<file path="config.mk">
export PLATFORM = sky130hd
export DESIGN_NAME = layer_seq_flat
export DESIGN_NICKNAME = d
export VERILOG_FILES = /design/src/rtl/layer_seq_if.sv /design/src/rtl/layer_seq.sv /design/src/flat_wrapper.sv
export SDC_FILE = /design/constraint.sdc
export NUM_CORES = 1
export LEC_CHECK = 0
export CAP_MARGIN = 20
export CORE_AREA = 2 2 133 135
export CTS_CLUSTER_SIZE = 12
export DETAILED_ROUTE_END_ITERATION = 7
export DIE_AREA = 0 0 135 137
export HOLD_SLACK_MARGIN = 0.05
export PLACE_DENSITY = 0.71
export SLEW_MARGIN = 5
export SYNTH_ARGS = -nofsm -noshare
export SYNTH_HDL_FRONTEND = slang
export SYNTH_SLANG_ARGS = --single-unit
</file>
<file path="constraint.sdc">
create_clock -name clk -period 3.75 [get_ports clk]
set_clock_uncertainty 0.05 [all_clocks]
set_input_delay 0.75 -clock clk [delete_from_list [all_inputs] [get_ports clk]]
set_output_delay 0.75 -clock clk [all_outputs]
set_load 0.05 [all_outputs]
</file>
<file path="src/rtl/layer_seq_if.sv">
// Bundles the sequencer's start request, MAC control/result and output-buffer write port.
// master = the sequencer; slave = the surrounding MAC / buffer / controller side.
interface layer_seq_if;
   logic               go;
   logic               mac_run;
   logic               mac_clear;
   logic signed [31:0] mac_start;
   logic signed [31:0] mac_size;
   logic               mac_done;
   logic [15:0]        mac_out;
   logic               wr_en;
   logic [15:0]        wr_addr;
   logic [15:0]        wr_data;
   logic               busy;
   logic               layer_done;
   logic               error;

   modport master (
      input  go, mac_done, mac_out,
      output mac_run, mac_clear, mac_start, mac_size,
             wr_en, wr_addr, wr_data, busy, layer_done, error
   );

   modport slave (
      output go, mac_done, mac_out,
      input  mac_run, mac_clear, mac_start, mac_size,
             wr_en, wr_addr, wr_data, busy, layer_done, error
   );
endinterface

</file>
<file path="src/rtl/layer_seq.sv">
// Steps one MAC through every neuron of a layer, ReLU-ing and writing each result.
// Per neuron 4 + RUN cycles; no backpressure, the MAC's done flag paces it, a watchdog bounds each wait.
module layer_seq #(
   parameter int NEURONS = 10,
   parameter int INPUTS  = 784,
   parameter int TIMEOUT = 8192
) (
   input  logic         clk,
   input  logic         reset,
   layer_seq_if.master  bus
);
   typedef enum logic [2:0] {IDLE, CLEAR, LOAD, RUN, CAPTURE, NEXT, DONE} state_t;

   localparam logic [31:0] INPUTS_W = 32'(INPUTS);
   localparam logic [31:0] WD_LAST  = 32'(TIMEOUT - 1);
   localparam logic [15:0] N_LAST   = 16'(NEURONS - 1);

   state_t             state_q;
   logic [15:0]        n_q;
   logic [31:0]        wd_q;
   logic               mac_run_q, mac_clear_q, wr_en_q, busy_q, layer_done_q, error_q;
   logic signed [31:0] mac_start_q, mac_size_q;
   logic [15:0]        wr_addr_q, wr_data_q;

   logic [31:0]        start_d;
   logic [15:0]        relu_d;

   // Unsigned 32-bit product keeps the weight base well-defined for any neuron index.
   assign start_d = {16'd0, n_q} * INPUTS_W;
   assign relu_d  = bus.mac_out[15] ? 16'h0000 : bus.mac_out;

   always_ff @(posedge clk) begin
      if (reset) begin
         state_q       <= IDLE;
         n_q           <= '0;
         wd_q          <= '0;
         mac_run_q     <= 1'b0;
         mac_clear_q   <= 1'b0;
         mac_start_q   <= '0;
         mac_size_q    <= '0;
         wr_en_q       <= 1'b0;
         wr_addr_q     <= '0;
         wr_data_q     <= '0;
         busy_q        <= 1'b0;
         layer_done_q  <= 1'b0;
         error_q       <= 1'b0;
      end else begin
         mac_clear_q  <= 1'b0;
         wr_en_q      <= 1'b0;
         layer_done_q <= 1'b0;
         case (state_q)
            IDLE: begin
               if (bus.go) begin
                  state_q     <= CLEAR;
                  n_q         <= '0;
                  error_q     <= 1'b0;
                  busy_q      <= 1'b1;
                  mac_clear_q <= 1'b1;
                  mac_run_q   <= 1'b0;
               end
            end
            CLEAR: begin
               state_q     <= LOAD;
               mac_run_q   <= 1'b0;
               mac_start_q <= $signed(start_d);
               mac_size_q  <= $signed(INPUTS_W);
            end
            LOAD: begin
               state_q   <= RUN;
               mac_run_q <= 1'b1;
               wd_q      <= '0;
            end
            RUN: begin
               // A done arriving on the last watchdog cycle still counts as success.
               if (bus.mac_done) begin
                  state_q   <= CAPTURE;
                  wr_en_q   <= 1'b1;
                  wr_addr_q <= n_q;
                  wr_data_q <= relu_d;
               end else if (wd_q == WD_LAST) begin
                  state_q   <= IDLE;
                  error_q   <= 1'b1;
                  busy_q    <= 1'b0;
                  mac_run_q <= 1'b0;
               end else begin
                  wd_q <= wd_q + 32'd1;
               end
            end
            CAPTURE: begin
               state_q   <= NEXT;
               mac_run_q <= 1'b0;
            end
            NEXT: begin
               if (n_q == N_LAST) begin
                  state_q      <= DONE;
                  layer_done_q <= 1'b1;
                  busy_q       <= 1'b0;
               end else begin
                  state_q     <= CLEAR;
                  n_q         <= n_q + 16'd1;
                  mac_clear_q <= 1'b1;
               end
            end
            DONE:    state_q <= IDLE;
            default: state_q <= IDLE;
         endcase
      end
   end

   assign bus.mac_run    = mac_run_q;
   assign bus.mac_clear  = mac_clear_q;
   assign bus.mac_start  = mac_start_q;
   assign bus.mac_size   = mac_size_q;
   assign bus.wr_en      = wr_en_q;
   assign bus.wr_addr    = wr_addr_q;
   assign bus.wr_data    = wr_data_q;
   assign bus.busy       = busy_q;
   assign bus.layer_done = layer_done_q;
   assign bus.error      = error_q;
endmodule

</file>
<file path="src/flat_wrapper.sv">
// flat-port wrapper written by rule: the top's interface ports become plain ports
module layer_seq_flat 
#(
   parameter int NEURONS = 10,
   parameter int INPUTS  = 784,
   parameter int TIMEOUT = 8192
)
  (clk, reset, bus_go, bus_mac_done, bus_mac_out, bus_mac_run, bus_mac_clear, bus_mac_start, bus_mac_size, bus_wr_en, bus_wr_addr, bus_wr_data, bus_busy, bus_layer_done, bus_error);
  layer_seq_if bus_i ();
  input  logic clk;
  input  logic reset;
  input wire logic [$bits(bus_i.go)-1:0] bus_go;
  input wire logic [$bits(bus_i.mac_done)-1:0] bus_mac_done;
  input wire logic [$bits(bus_i.mac_out)-1:0] bus_mac_out;
  output wire logic [$bits(bus_i.mac_run)-1:0] bus_mac_run;
  output wire logic [$bits(bus_i.mac_clear)-1:0] bus_mac_clear;
  output wire logic [$bits(bus_i.mac_start)-1:0] bus_mac_start;
  output wire logic [$bits(bus_i.mac_size)-1:0] bus_mac_size;
  output wire logic [$bits(bus_i.wr_en)-1:0] bus_wr_en;
  output wire logic [$bits(bus_i.wr_addr)-1:0] bus_wr_addr;
  output wire logic [$bits(bus_i.wr_data)-1:0] bus_wr_data;
  output wire logic [$bits(bus_i.busy)-1:0] bus_busy;
  output wire logic [$bits(bus_i.layer_done)-1:0] bus_layer_done;
  output wire logic [$bits(bus_i.error)-1:0] bus_error;
  assign bus_i.go = bus_go;
  assign bus_i.mac_done = bus_mac_done;
  assign bus_i.mac_out = bus_mac_out;
  assign bus_mac_run = bus_i.mac_run;
  assign bus_mac_clear = bus_i.mac_clear;
  assign bus_mac_start = bus_i.mac_start;
  assign bus_mac_size = bus_i.mac_size;
  assign bus_wr_en = bus_i.wr_en;
  assign bus_wr_addr = bus_i.wr_addr;
  assign bus_wr_data = bus_i.wr_data;
  assign bus_busy = bus_i.busy;
  assign bus_layer_done = bus_i.layer_done;
  assign bus_error = bus_i.error;
  layer_seq #(.NEURONS(NEURONS), .INPUTS(INPUTS), .TIMEOUT(TIMEOUT)) u_core (.clk(clk), .reset(reset), .bus(bus_i));
endmodule
</file>
# After elaboration in Yosys (flattened, before gate mapping)
# Index checks and enable logic that the tools add are counted.
# word_totals
reg_bits	112
latch_bits	0
ramBits	0
mem_bits_ro	0
in_bits	20
word_cells	75
memories	0
# op_classes
addsub	2
n_mul	1
div_mod_pow	0
order_cmp	0
eq_ne	14
n_shift	0
muxes	27
n_bitwise	2
n_reduce_logical	16
# ops
operator	count
2-to-1 mux 32 bit	2
one-hot mux 32 bit (2 select lines)	1
adder 32 x 1 -> 32 bit (second input constant)	1
equality test 32 x 13 -> 1 bit (second input constant)	1
2-to-1 mux 16 bit	2
one-hot mux 16 bit (2 select lines)	1
multiplier 16 x 6 -> 22 bit (second input constant)	1
one-hot mux 3 bit (6 select lines)	1
adder 16 x 1 -> 16 bit (second input constant)	1
equality test 16 x 4 -> 1 bit (second input constant)	1
2-to-1 mux 15 bit	1
2-to-1 mux 3 bit	4
2-to-1 mux 1 bit	11
!= test 2 bit (second input constant)	4
AND reduction 4 bit	2
equality test 3 x 2 -> 1 bit (second input constant)	2
equality test 3 bit (second input constant)	2
AND reduction 3 bit	2
nonzero test 2 bit	3
OR reduction 2 bit	3
AND reduction 5 bit	1
!= test 2 x 1 -> 1 bit (second input constant)	2
one-hot mux 1 bit (2 select lines)	2
one-hot mux 1 bit (4 select lines)	1
other kinds (8)	10

# Depth between registers and ports, before layout
# Gate-level depths: netlist (run 1).
# logic_depth
word_depth	4
mapped_depth	14
ltp_nobuf	14

# Worst setup path before layout (run 1)
# Ideal clock, no wire load.
# synth_path
path_kind	flip-flop to flip-flop
startpoint	register u_core.n_q[10]
endpoint	register u_core.mac_start_q[24], in the netlist u_core.bus.mac_start[24]
setup_ns	0.063
arrival_time_ns	3.276
required_ns	3.637
setup_slack_ns	0.361
stages_incl_launch_ff	13
n_path_buf	1
synth_period_minus_slack_ns	3.389
path_cell_list	dfxtp_1 inv_1 ha_1 fa_1 ha_1 ha_1 buf_2 nand3_1 or3_1 a2111oi_0 a311oi_1 or4_1 nand3_1
# synth_via
elab_chain_cells	1
# synth_lines
element	line	source
start, declared	layer_seq.sv:19	logic [15:0] n_q;
start signal, assigned	layer_seq.sv:100	n_q <= n_q + 16'd1;
multiplier 16 x 6 -> 22 bit	layer_seq.sv:29	assign start_d = {16'd0, n_q} * INPUTS_W;
end signal, assigned	layer_seq.sv:65	mac_start_q <= $signed(start_d);
end, declared	layer_seq.sv:22	logic signed [31:0] mac_start_q, mac_size_q;
# Every way passes these cells.
# A chain may end at the register's enable or synchronous reset.

# Worst setup path in the final report (run 1)
# Ends and elaborated chain as after synthesis.

==> results of run 1 <==
-- timing repair --
| action | CTS | global route |
|---|---|---|
| endpoints found under the setup margin | 0 | 5 |
| buffers inserted | 0 | 1 |
| resized for setup | 0 | 11 |
-- cells by family after synthesis --
logic type | after synthesis | share of synthesized area (%)
AOI/OAI and AO/OA | 207 | 19.55
and+or+nand+nor | 269 | 19.53
muxes | 1 | 0.1685
other | 1 | 0.05613
DFF | 111 | 33.26
adders and majority gates | 76 | 15.02
xor gates and xnor gates | 22 | 2.884
buffers and inverters | 123 | 9.532
-- flip-flops by register name, indices dropped and copies added (netlist names) --
register / count
u_core.bus.wr_data: 15
u_core.bus.wr_addr: 16
u_core.bus.layer_done: 1
u_core.bus.mac_clear: 1
u_core.n_q: 16
u_core.wd_q: 32
u_core.bus.wr_en: 1
u_core.bus.mac_start: 22
u_core.bus.mac_run: 1
u_core.state_q: 3
u_core.bus.busy: 1
u_core.bus.error: 1
u_core.bus.mac_size: 1
-- worst max-delay path by stage --
stage                                                        to                        start  depth (start not counted)
after floorplan           u_core.bus.mac_start[24]$_SDFFE_PP0P_  u_core.n_q[10]$_SDFFE_PP0P_                         12
after global placement    u_core.bus.mac_start[25]$_SDFFE_PP0P_   u_core.n_q[2]$_SDFFE_PP0P_                         12
after detailed placement  u_core.bus.mac_start[25]$_SDFFE_PP0P_   u_core.n_q[2]$_SDFFE_PP0P_                         12
after CTS                 u_core.bus.mac_start[25]$_SDFFE_PP0P_   u_core.n_q[2]$_SDFFE_PP0P_                         12
after global routing      u_core.bus.mac_start[24]$_SDFFE_PP0P_   u_core.n_q[9]$_SDFFE_PP0P_                         13
final                     u_core.bus.mac_start[24]$_SDFFE_PP0P_  u_core.n_q[10]$_SDFFE_PP0P_                         11
-- area by class of cell --
class / count / area [µm²]
Sequential cell: 111 / 2226
Tap cell: 225 / 281.5
Clock inverter: 5 / 56.30
Inverter: 43 / 161.4
Timing Repair Buffer: 99 / 940.9
Clock buffer: 11 / 242.7
Multi-Input combinational cell: 615 / 4005
Fill cell: 1673 / 9143
-- synthesized netlist by cell type (13+ instances only) --
cell type,n
nand3_1,26
a31oi_1,16
nand4_1,13
nand2_1,91
and3_1,13
a21oi_1,74
inv_1,42
ha_1,69
a22o_1,15
clkbuf_1,26
buf_4,42
xnor2_1,14
o21ai_0,40
nor3_1,21
nor2_1,59
dfxtp_1,111
-- power groups by stage --
| stage | clock, mW | sequential (mW) | combinational (mW) |
|---|---|---|---|
| after global routing | 1.06 | 1.22 | 0.400 |
| after CTS | 1.03 | 1.22 | 0.372 |
| after floorplan | 0 | 1.27 | 0.291 |
| after detailed placement | 0 | 1.25 | 0.371 |
| final | 0.994 | 1.22 | 0.375 |
| after global placement | 0 | 1.25 | 0.368 |
-- critical path: cells and delay by family (launching register included) --
kind | cells | cell delay (ns)
adder cells (fa/ha/maj) | 4 | 1.44
AND/OR/NAND/NOR | 4 | 0.99
AO/OA/AOI/OAI | 2 | 0.46
flip-flops | 1 | 0.45
buffers and inverters | 1 | 0.14
-- per-layer routing --
metal | wire, µm | share of wire, % | global-route usage (%) | up-vias
met5 | 0 | 0 | 0 | -
met1 | 8171 | 49 | 25.21 | 2754
li1 | - | - | - | 2935
met2 | 7400 | 45 | 27.50 | 172
met3 | 729 | 4.4 | 2.407 | 24
met4 | 306 | 1.8 | 6.597 | 0
-- cell usage in the layout, fill, tap and decap left out, types with 8 or more instances in the layout --
| cell | instances |
|---|---|
| a211oi_1 | 8 |
| a21o_1 | 10 |
| a21oi_1 | 73 |
| a22o_1 | 15 |
| a31oi_1 | 15 |
| and3_1 | 13 |
| buf_4 | 18 |
| clkbuf_16 | 9 |
| clkdlybuf4s50_1 | 80 |
| conb_1 | 40 |
| dfxtp_1 | 108 |
| ha_1 | 68 |
| inv_1 | 42 |
| nand2_1 | 91 |
| nand3_1 | 26 |
| nand4_1 | 13 |
| nor2_1 | 59 |
| nor2b_1 | 8 |
| nor3_1 | 21 |
| o21ai_0 | 39 |
| o31ai_1 | 10 |
| xnor2_1 | 14 |
| xor2_1 | 8 |
-- stage by stage --
step,cell area [µm²],utilization [%]
6_report,7914,46.40
5_1_grt,7914,46.40
4_1_cts,7859,46.08
3_5_place_dp,7560,44.32
3_3_place_gp,7560,44.32
2_1_floorplan,6828,-
==> reports/metrics.cfg, run 1 <==
[setup_path]
crit_chain = inv_1, ha_1, fa_1, ha_1, ha_1, nand3_1, or3_1, a2111oi_2, a311oi_1, or4_1, nand3_1
cp-end-kind = flip-flop
worstReg2RegEnd = u_core.bus.mac_start[24]$_SDFFE_PP0P_
r2r-start = u_core.n_q[10]$_SDFFE_PP0P_
critPathMostFrequentCell = ha_1
cp.arrival_ns = 3.82
worstSetupPathType = flip-flop to flip-flop
cp_slowest_stage_delay_ns = 0.48
worstRegToRegCells = 11
cp_slowest_cell = fa_1
rrSetupSlack_ns = 0.19
crit_required_ns = 4.01
crit_fanout = 5
start_kind = flip-flop

[power_and_ir_drop]
pwr-share-clk_pct = 38.4
seqPwrFrac_pct = 47.1
ir_drop_mv = 0.2303
leakagePower_nw = 3.278
swShare_pct = 29.75
p_int_mw = 1.819
combPwrFrac_pct = 14.5
powerDensity_nw_per_um2 = 327.2
p_total_mw = 2.589
power_switching_mw = 0.7702

[synthesis]
async_flop_share_pct = 0
synth_cells = 810
ys.flop_type = dfxtp_1
yosysTopAreaCellShare_pct = 33.26
synth_area_leaders = dfxtp_1 33%, ha_1 13%, a21oi_1 5.5%, nand2_1 5.1%, buf_4 4.7%
yosysWarnings = 0
synth_area_um2 = 6681
yosysSeqAreaShare_pct = 33.26
ys_ff_latch = 111
synth_area_leader_cell = dfxtp_1
syn_avg_cell_area_um2 = 8.249
synth_cell_type_count = 57
synth-edff-count = 0

[routing]
drc = 0
routed_wl_um = 16610
drtAntennaViolNets = 0
vias_per_cell = 5.307
avgRoutedWirePerCell_um = 14.97
drt_iter0_drc = 302
vias = 5885
dr.pass1.iters = 5

[die]
rows = 48
chipWidth_um = 135
start_util_pct = 39.17
die_area_um2 = 18500
die_y_um = 137
io-pin-count = 122
core_um2 = 17060

[cells_and_area]
syn_to_final_growth_pct = 18.45
num_antenna_cells = 0
final_cells = 1109
num-nets-final = 975
drive_gt1_share_pct = 5.995

[cts]
cts_made_buffers = 9
cts_hold_buf = 0
clock_latency_ns = 0.36
path_clk_slew_ns = 0.07
clock_path_buffers = 2
cts.sinks = 111
cts_tree = yes
cts-root-buf = clkbuf_16
cts-htree-levels = 3

[global_routing]
gr-total-overflow = 0
grt_pass1_vias = 5281
grt_usage_pct = 17.76
grt_pass1_wl_um = 26600
antenna_found_initial = 0
grt_max_degree = 63

[sta]
setup_viol = 0
whs_ns = 0.4038
finalCritPeriodShare_pct = 95.07
final_max_slew_viol_count = 0
fin_ws_ns = 0.1850
min_period_ns = 3.565
finalHoldViolCount = 0
fmax_mhz = 280.5
maxSlewHeadroom_pct = 50.35
tightest_slew_ns = 0.7448
fin_setup_tns_ns = 0

[run_status]
run_status = finished, final reports clean

[placement]
numPortBuffers = 81
post-place-ws_ns = 0.04471
hpwlAfterDp_um = 12110
dp.cells = 1091
gp_congestion = 0.8794

[run]
maxCapViolCount = 0

[hold_path]
hp-class = flip-flop to flip-flop
min_to = u_core.bus.wr_addr[6]$_SDFFE_PP0P_
holdPathStages = 2
hp-start = u_core.bus.wr_addr[6]$_SDFFE_PP0P_

Power figures use the tool's default switching activity.
==> run 2: changes to the inputs <==
--- a/config.mk
+++ b/config.mk
@@ -7,6 +7,7 @@
 export LEC_CHECK = 0
 export CAP_MARGIN = 20
 export CORE_AREA = 2 2 133 135
+export CTS_BUF_LIST = sky130_fd_sc_hd__clkbuf_8 sky130_fd_sc_hd__clkbuf_16
 export CTS_CLUSTER_SIZE = 12
 export DETAILED_ROUTE_END_ITERATION = 7
 export DIE_AREA = 0 0 135 137
==> reports/metrics.cfg, run 2 (same netlist as run 1, synthesis figures left out) <==
[cells_and_area]
fill_cells = 1673  ; unchanged
drive_gt1_share_pct = 5.995  ; unchanged
layout_commonest_cell = dfxtp_1  ; unchanged
final_cells = 1109  ; unchanged
num_antenna_cells = 0  ; unchanged
regMostFlops = u_core.wd_q  ; unchanged
syn_to_final_growth_pct = 18.45  ; unchanged
num-nets-final = 975  ; unchanged
largest_register_ffs = 32  ; unchanged
most-common-layout-cells = 108 x dfxtp_1, 91 x nand2_1, 80 x clkdlybuf4s50_1  ; unchanged

[placement]
hpwlAfterDp_um = 12110  ; unchanged
numPortBuffers = 81  ; unchanged
gp_congestion = 0.8794  ; unchanged
dp.cells = 1091  ; unchanged

[global_routing]
grt_max_degree = 63  ; unchanged
grt_pass1_wl_um = 26600  ; unchanged
gr-total-overflow = 0  ; unchanged
grt_pass1_vias = 5281  ; unchanged
antenna_found_initial = 0  ; unchanged
grt_usage_pct = 17.76  ; unchanged

[die]
start_util_pct = 39.17  ; unchanged
rows = 48  ; unchanged
die_y_um = 137  ; unchanged
chipWidth_um = 135  ; unchanged
core_um2 = 17060  ; unchanged
die_area_um2 = 18500  ; unchanged
io-pin-count = 122  ; unchanged

[cts]
clock_path_buffers = 2  ; unchanged
cts.sinks = 111  ; unchanged
cts_hold_buf = 0  ; unchanged
cts_tree = yes  ; unchanged
path_clk_slew_ns = 0.07  ; about the same
cts-htree-levels = 3  ; unchanged
cts-root-buf = clkbuf_16  ; unchanged
clock_latency_ns = 0.36  ; about the same
cts_made_buffers = 9  ; unchanged

[sta]
final_max_slew_viol_count = 0  ; unchanged
fmax_mhz = 280.5  ; about the same
fin_setup_tns_ns = 0  ; unchanged
min_period_ns = 3.565  ; about the same
finalCritPeriodShare_pct = 95.07  ; about the same
whs_ns = 0.4038  ; unchanged
maxSlewHeadroom_pct = 50.29  ; was 50.35%
finalHoldViolCount = 0  ; unchanged
setup_viol = 0  ; unchanged
tightest_slew_ns = 0.7456  ; was 0.7448 ns

[setup_path]
cp.arrival_ns = 3.82  ; about the same
cp-end-kind = flip-flop  ; unchanged
start_kind = flip-flop  ; unchanged
crit_required_ns = 4.01  ; about the same
crit_fanout = 5  ; unchanged
worstSetupPathType = flip-flop to flip-flop  ; unchanged

[power_and_ir_drop]
powerDensity_nw_per_um2 = 326.8  ; was 327.2 nW/µm²
ir_drop_mv = 0.2304  ; was 0.2303 mV
leakagePower_nw = 3.282  ; was 3.278 nW

[hold_path]
hp-class = flip-flop to flip-flop  ; unchanged

[routing]
vias = 5886  ; was 5885
drc = 0  ; unchanged
dr.pass1.iters = 4  ; was 5
vias_per_cell = 5.307  ; about the same
routed_wl_um = 16620  ; was 16610 µm
drt_iter0_drc = 303  ; was 302
drtAntennaViolNets = 0  ; unchanged
avgRoutedWirePerCell_um = 14.98  ; was 14.97 µm

[run_status]
run_status = finished, final reports clean  ; unchanged

[run]
maxCapViolCount = 0  ; unchanged

[run 2: worst max-delay path, cell delays in order, from the launching register on]
cell,delay (ns)
dfxtp_1,0.45
inv_1,0.14
ha_1,0.34
fa_1,0.48
ha_1,0.31
ha_1,0.31
nand3_1,0.10
or3_1,0.41
a2111oi_2,0.35
a311oi_1,0.11
or4_1,0.41
nand3_1,0.07
[run 2: repair_timing]
action                     4_1_cts  5_1_grt
gates resized for setup          0       11
setup endpoints to repair        0        5
setup buffers                    0        1
[run 2: per-stage QoR]
step           worst slack (ns)  instance area [µm²]  utilization (%)  power (mW)
6_report                 0.1850                 7914            46.40       2.586
5_1_grt                -0.04155                 7914            46.40       2.679
4_1_cts                0.003777                 7859            46.08       2.615
3_5_place_dp            0.04471                 7560            44.32       1.618
3_3_place_gp             0.1314                 7560            44.32       1.615
2_1_floorplan            0.3608                 6828                -       1.559
[run 2: layer usage]
layer  wire, µm  vias up  global-route usage (%)
met5          0        -                       0
met4        306        0                   6.597
met3        718       24                   2.407
met2       7407      172                   27.50
met1       8183     2755                   25.21
li1           -     2935                       -
[run 2: report_power, final]
part | leakage, nW | internal, mW | switching (mW) | total, mW
clock network | 0.150 | 0.535 | 0.456 | 0.991
logic | 2.23 | 0.0865 | 0.289 | 0.375
registers | 0.897 | 1.19 | 0.0247 | 1.22
[run 2: area by class of cell]
| type | instances | area, µm² | share of cell area, % |
|---|---|---|---|
| clock inverter | 6 | 60.06 | 0.7589 |
| multi-input combinational | 615 | 4005 | 50.61 |
| timing repair buffer | 99 | 940.9 | 11.89 |
| tap | 225 | 281.5 | 3.557 |
| inverter | 43 | 161.4 | 2.040 |
| clock buffer | 10 | 239.0 | 3.020 |
| sequential | 111 | 2226 | 28.13 |
[run 2: final timing paths]
path / from / to / cells past startpoint / slack [ns]
worst max-delay path: u_core.n_q[10]$_SDFFE_PP0P_ / u_core.bus.mac_start[24]$_SDFFE_PP0P_ / 11 / 0.18
worst max register to register: u_core.n_q[10]$_SDFFE_PP0P_ / u_core.bus.mac_start[24]$_SDFFE_PP0P_ / 11 / 0.18
worst min-delay path: u_core.bus.wr_addr[6]$_SDFFE_PP0P_ / u_core.bus.wr_addr[6]$_SDFFE_PP0P_ / 2 / 0.40
worst min register to register: u_core.bus.wr_addr[6]$_SDFFE_PP0P_ / u_core.bus.wr_addr[6]$_SDFFE_PP0P_ / 2 / 0.40
